**config.mk**
```make
export PLATFORM = sky130hd
export DESIGN_NAME = bin2bcd_seq
export DESIGN_NICKNAME = d
export VERILOG_FILES = /design/src/rtl/bin2bcd_pkg.sv /design/src/rtl/bcd_digit_adjust.sv /design/src/rtl/bin2bcd_seq.sv
export SDC_FILE = /design/constraint.sdc
export NUM_CORES = 1
export LEC_CHECK = 0
export CAP_MARGIN = 20
export CORE_MARGIN = 2
export CORE_UTILIZATION = 45
export DETAILED_ROUTE_END_ITERATION = 16
export GPL_TIMING_DRIVEN = 1
export PLACE_DENSITY = 0.65
export REMOVE_ABC_BUFFERS = 1
export SYNTH_ARGS = -nofsm -noshare
export SYNTH_HDL_FRONTEND = slang
export SYNTH_SLANG_ARGS = --single-unit
```
**constraint.sdc**
```tcl
create_clock -name clk_i -period 3.7 [get_ports clk_i]
set_clock_uncertainty 0.1 [all_clocks]
set_input_delay 0.925 -clock clk_i [delete_from_list [all_inputs] [get_ports clk_i]]
set_output_delay 0.925 -clock clk_i [all_outputs]
set_load 0.03 [all_outputs]
```
**src/rtl/bin2bcd_pkg.sv**
```systemverilog
// Shared types and constants for the sequential double-dabble BCD converter.
package bin2bcd_pkg;

    typedef enum logic [1:0] {
        IDLE,
        SHIFT,
        DONE
    } state_t;

    localparam int unsigned BCD_DIGIT_W = 4;

    localparam logic [BCD_DIGIT_W-1:0] ADJ_THRESHOLD = 4'd5;
    localparam logic [BCD_DIGIT_W-1:0] ADJ_ADD       = 4'd3;

endpackage

```
**src/rtl/bcd_digit_adjust.sv**
```systemverilog
// Double-dabble correction for one BCD digit: add 3 when the digit is 5 or more.
module bcd_digit_adjust
    import bin2bcd_pkg::*;
(
    input  logic [BCD_DIGIT_W-1:0] digit,
    output logic [BCD_DIGIT_W-1:0] adjusted
);

    // Digits never exceed 9 here, so the 4-bit sum cannot wrap.
    always_comb begin
        adjusted = digit;
        if (digit >= ADJ_THRESHOLD) begin
            adjusted = digit + ADJ_ADD;
        end
    end

endmodule

```
**src/rtl/bin2bcd_seq.sv**
```systemverilog
// Sequential binary-to-BCD converter: one adjust-and-shift step per clock,
// start/busy/done handshake, sticky overflow when DIGITS is too small.
module bin2bcd_seq
    import bin2bcd_pkg::*;
#(
    parameter int unsigned IN_WIDTH = 8,
    parameter int unsigned DIGITS   = 3
) (
    input  logic                          clk_i,
    input  logic                          rst_i,
    input  logic                          start_i,
    input  logic [IN_WIDTH-1:0]           bin_i,
    output logic                          busy_o,
    output logic                          done_o,
    output logic [BCD_DIGIT_W*DIGITS-1:0] bcd_o,
    output logic                          overflow_o
);

    localparam int unsigned BCD_W = BCD_DIGIT_W * DIGITS;
    localparam int unsigned CNT_W = (IN_WIDTH > 1) ? $clog2(IN_WIDTH) : 1;
    localparam logic [CNT_W-1:0] LAST_STEP = CNT_W'(IN_WIDTH - 1);

    state_t               state;
    state_t               state_next;

    logic [IN_WIDTH-1:0]  bin_sr;
    logic [BCD_W-1:0]     scratch;
    logic [BCD_W-1:0]     adjusted;
    logic [CNT_W-1:0]     cnt;
    logic                 sticky;

    logic [IN_WIDTH-1:0]  bin_shifted;
    logic [BCD_W-1:0]     scratch_shifted;
    logic                 carry_out;

    logic                 load;
    logic                 step;
    logic                 publish;

    logic [BCD_W-1:0]     bcd_q;
    logic                 ovf_q;
    logic                 done_q;

    for (genvar i = 0; i < DIGITS; i++) begin : g_adj
        bcd_digit_adjust u_adj (
            .digit    (scratch[i*BCD_DIGIT_W +: BCD_DIGIT_W]),
            .adjusted (adjusted[i*BCD_DIGIT_W +: BCD_DIGIT_W])
        );
    end

    // Shift {adjusted scratch, binary} left by one; the bit falling off the top digit is the overflow capture.
    always_comb begin
        {carry_out, scratch_shifted, bin_shifted} = {adjusted, bin_sr, 1'b0};
    end

    always_ff @(posedge clk_i) begin
        if (rst_i) begin
            state <= IDLE;
        end else begin
            state <= state_next;
        end
    end

    always_comb begin
        state_next = state;
        case (state)
            IDLE:    if (start_i) state_next = SHIFT;
            SHIFT:   if (cnt == LAST_STEP) state_next = DONE;
            DONE:    state_next = IDLE;
            default: state_next = IDLE;
        endcase
    end

    always_comb begin
        busy_o  = (state != IDLE);
        load    = (state == IDLE) && start_i;
        step    = (state == SHIFT);
        publish = (state == DONE);
    end

    always_ff @(posedge clk_i) begin
        if (rst_i) begin
            bin_sr  <= '0;
            scratch <= '0;
            cnt     <= '0;
            sticky  <= 1'b0;
            bcd_q   <= '0;
            ovf_q   <= 1'b0;
            done_q  <= 1'b0;
        end else begin
            if (load) begin
                bin_sr  <= bin_i;
                scratch <= '0;
                cnt     <= '0;
                sticky  <= 1'b0;
            end else if (step) begin
                bin_sr  <= bin_shifted;
                scratch <= scratch_shifted;
                cnt     <= cnt + CNT_W'(1);
                sticky  <= sticky | carry_out;
            end

            // Result registers only change on the DONE edge, so no partial value is ever visible.
            done_q <= publish;
            if (publish) begin
                bcd_q <= scratch;
                ovf_q <= sticky;
            end
        end
    end

    assign done_o     = done_q;
    assign bcd_o      = bcd_q;
    assign overflow_o = ovf_q;

endmodule

```
==> results_dict.tcl <==
set metrics [dict create \
    status "finished, final reports clean" \
    dieArea_um2 4440 \
    routed_wl_mm 3.74 \
    post_drt_wl_per_cell_um 13.5 \
    cts_tree "done" \
    place_hpwl_mm 2.63 \
    wl_met1_mm 1.64 \
    antenna_cells 0 \
    detail_route.iter0.violations 50 \
    seq_area_um2 801 \
    rows 22 \
    fp.coreArea_um2 3720 \
    setup_tns_ns 0 \
    numClockSinks 40 \
    max_freq_ghz 0.392 \
    cp_max_fo 6 \
    grt_pass1_vias 1448 \
    startpoint_type "flip-flop" \
    final_layout_size_suffix_gt1_frac 0.0565 \
    hold_viol_final 0 \
    firstDrtPassIters 4 \
    critical_path.max_stage_delay_ns 0.60 \
    route.detailed.drc 0 \
    synth.distinct_cells 33 \
    area.growth.synth_to_final_pct 19.8 \
    rsz0062_at_grt "no" \
    crit_required_ns 2.67 \
    h-tree-depth 2 \
    postCtsSetupBuffers 0 \
    grt_usage 0.192 \
    critical_path_class "flip-flop to output pin" \
    p_leak_nw 0.746 \
    cts_resized 0 \
    cts_hold_buf 0 \
    timing.final.setup_violations 0 \
    layout.nets 248 \
    slowest_stage "clkdlybuf4s50_1" \
    hp-class "flip-flop to flip-flop" \
    slew_headroom 0.373 \
    initial_core_util 0.475 \
    period_minus_slack_ns 2.55 \
    syn_inst 210 \
    cts_buffers 5 \
    worst_slew_pin_slew_ns 0.938 \
    slew_viol_final 0 \
    seq_area_frac_synth 0.454 \
    crit_chain "or2_2 > clkdlybuf4s50_1" \
    antenna_found_initial 0 \
    arrival_ns 1.53 \
    root_buffer "clkbuf_8" \
    antenna_left 0 \
    holdPathStages 2 \
    highest_layer "met4" \
    power_density_nw_per_um2 410 \
    wl_met3_um 233 \
    grt_start_max_net_pins 28 \
    portBuffers 25 \
    die_w_um 66.6 \
    end_kind "output pin" \
    synth.avg_cell_area_um2 8.40 \
    ys_ff_latch 40 \
    vias_per_cell 5.44 \
    place_congestion 0.793 \
    clkTransAtPathRegs_ns 0.08 \
    vias 1513 \
    dr_wl_met2_mm 1.82 \
    clockBufferDepth 2 \
    fillerInstances 350 \
    fp.dieH_um 66.6 \
    fin_crit_sh 0.689 \
    multi_input_comb_area_um2 857 \
    grt_pass1_wl_mm 6.42 \
    worstRegToRegCells 6 \
    ios 26 \
    syn_area_um2 1760 \
    layout.cells.non_filler 278 \
    maxCapViolCount 0 \
    grt_overflow 0 \
    clkLatencyLatePin_ns 0.29 \
    vdd_drop_max_uv 282 \
    yosysWarnings 0 \
    dp_cells 270 \
]
## power breakdown
part | internal [mW] | total [mW] | switching [mW]
clock network | 0.200 | 0.347 | 0.147
registers | 0.440 | 0.447 | 0.00667
logic | 0.0299 | 0.0736 | 0.0438
total | 0.670 | 0.867 | 0.197
## worst max-delay path: cells and delay by family (launching register included)
kind | cells | cell delay (ns)
flops | 1 | 0.35
buf+inv | 1 | 0.60
simple gates | 1 | 0.30
## registers in the layout (all words and copies together) (netlist names)
signal and cells:
overflow_o 1, done_o 1, bcd_o 12, bin_sr 8, state 2, sticky 1
cnt 3, scratch 12
## cell usage after synthesis
cell type	instances	area [µm²]
a22o_1	3	26.3
ha_1	8	100
a41oi_1	2	17.5
and2_1	1	6.26
clkbuf_2	2	10.0
inv_1	6	22.5
nor3b_2	1	12.5
a21oi_1	32	160
dfxtp_1	40	801
nand2b_1	5	31.3
o31a_1	1	8.76
or2_2	2	12.5
buf_2	5	25.0
nor2_1	13	48.8
nor2b_1	2	12.5
nand4_1	1	6.26
a2111oi_0	2	17.5
mux2i_1	3	30.0
nand2_1	41	154
a31oi_1	5	31.3
a211oi_1	4	30.0
a2111o_1	1	11.3
o21ai_0	6	30.0
nand3_1	3	15.0
nor3b_1	2	15.0
nor3_1	1	5.00
buf_4	3	22.5
xnor2_1	1	8.76
nand3b_1	1	7.51
a22oi_1	7	52.6
clkbuf_1	4	15.0
buf_6	1	11.3
nor2_2	1	6.26
## placed cells by master, fill, tap and decap left out, types with 2 or more instances in the layout
cell type / instances
a21oi_1: 32
o21ai_0: 6
ha_1: 8
dfxtp_1: 40
nand3_1: 3
mux2i_1: 3
a2111oi_0: 2
a22oi_1: 7
nor2_1: 13
clkdlybuf4s50_1: 25
nor2b_1: 2
buf_4: 2
inv_1: 6
a31oi_1: 5
a22o_1: 3
a41oi_1: 2
or2_2: 2
nor3b_1: 2
nand2_1: 41
nand2b_1: 5
a211oi_1: 4
clkbuf_8: 5
## through the flow
step | power, mW | hold WS [ns] | util | setup slack, ns | cell area (µm²)
floorplan | 0.498 | 0.325 | - | 1.67 | 1680
global placement | 0.527 | 0.341 | 0.540 | 1.04 | 2010
detailed placement | 0.530 | 0.348 | 0.540 | 0.986 | 2010
CTS | 0.877 | 0.359 | 0.569 | 1.13 | 2110
global route | 0.903 | 0.386 | 0.569 | 1.08 | 2110
finish | 0.867 | 0.355 | 0.569 | 1.15 | 2110
## cell families (layout without fill, tap and decap cells)
| kind of cell | Yosys count | count (layout) | share of synthesized area |
|---|---|---|---|
| flip-flops | 40 | 40 | 0.454 |
| AO/OA/AOI/OAI | 63 | 63 | 0.218 |
| adder cells (fa/ha/maj) | 8 | 8 | 0.0567 |
| multiplexers | 3 | 3 | 0.0170 |
| XOR/XNOR | 1 | 1 | 0.00497 |
| AND/OR/NAND/NOR | 74 | 74 | 0.189 |
| buffers and inverters | 21 | 41 | 0.0603 |
## final timing paths
path	to	start	slack, ns
setup / recovery	busy_o	state[1]	1.15
hold / removal	bcd_o[1]	bcd_o[1]	0.36
setup reg to reg	scratch[1]	scratch[0]	1.95
hold reg to reg	bcd_o[1]	bcd_o[1]	0.36
## routing by layer
metal	track usage	up-vias
li1	-	762
met2	0.313	51
met5	0	-
met3	0.0574	6
met1	0.236	694
met4	0.0765	0
## final cells by class
cell class / count / area share
inverter: 6 / 0.0107
sequential: 40 / 0.379
clock buffer: 6 / 0.0343
clock inverter: 2 / 0.0166
multi-input combinational: 149 / 0.406
tap: 48 / 0.0284
timing repair buffer: 27 / 0.126
(Power assumes the default switching activity.)
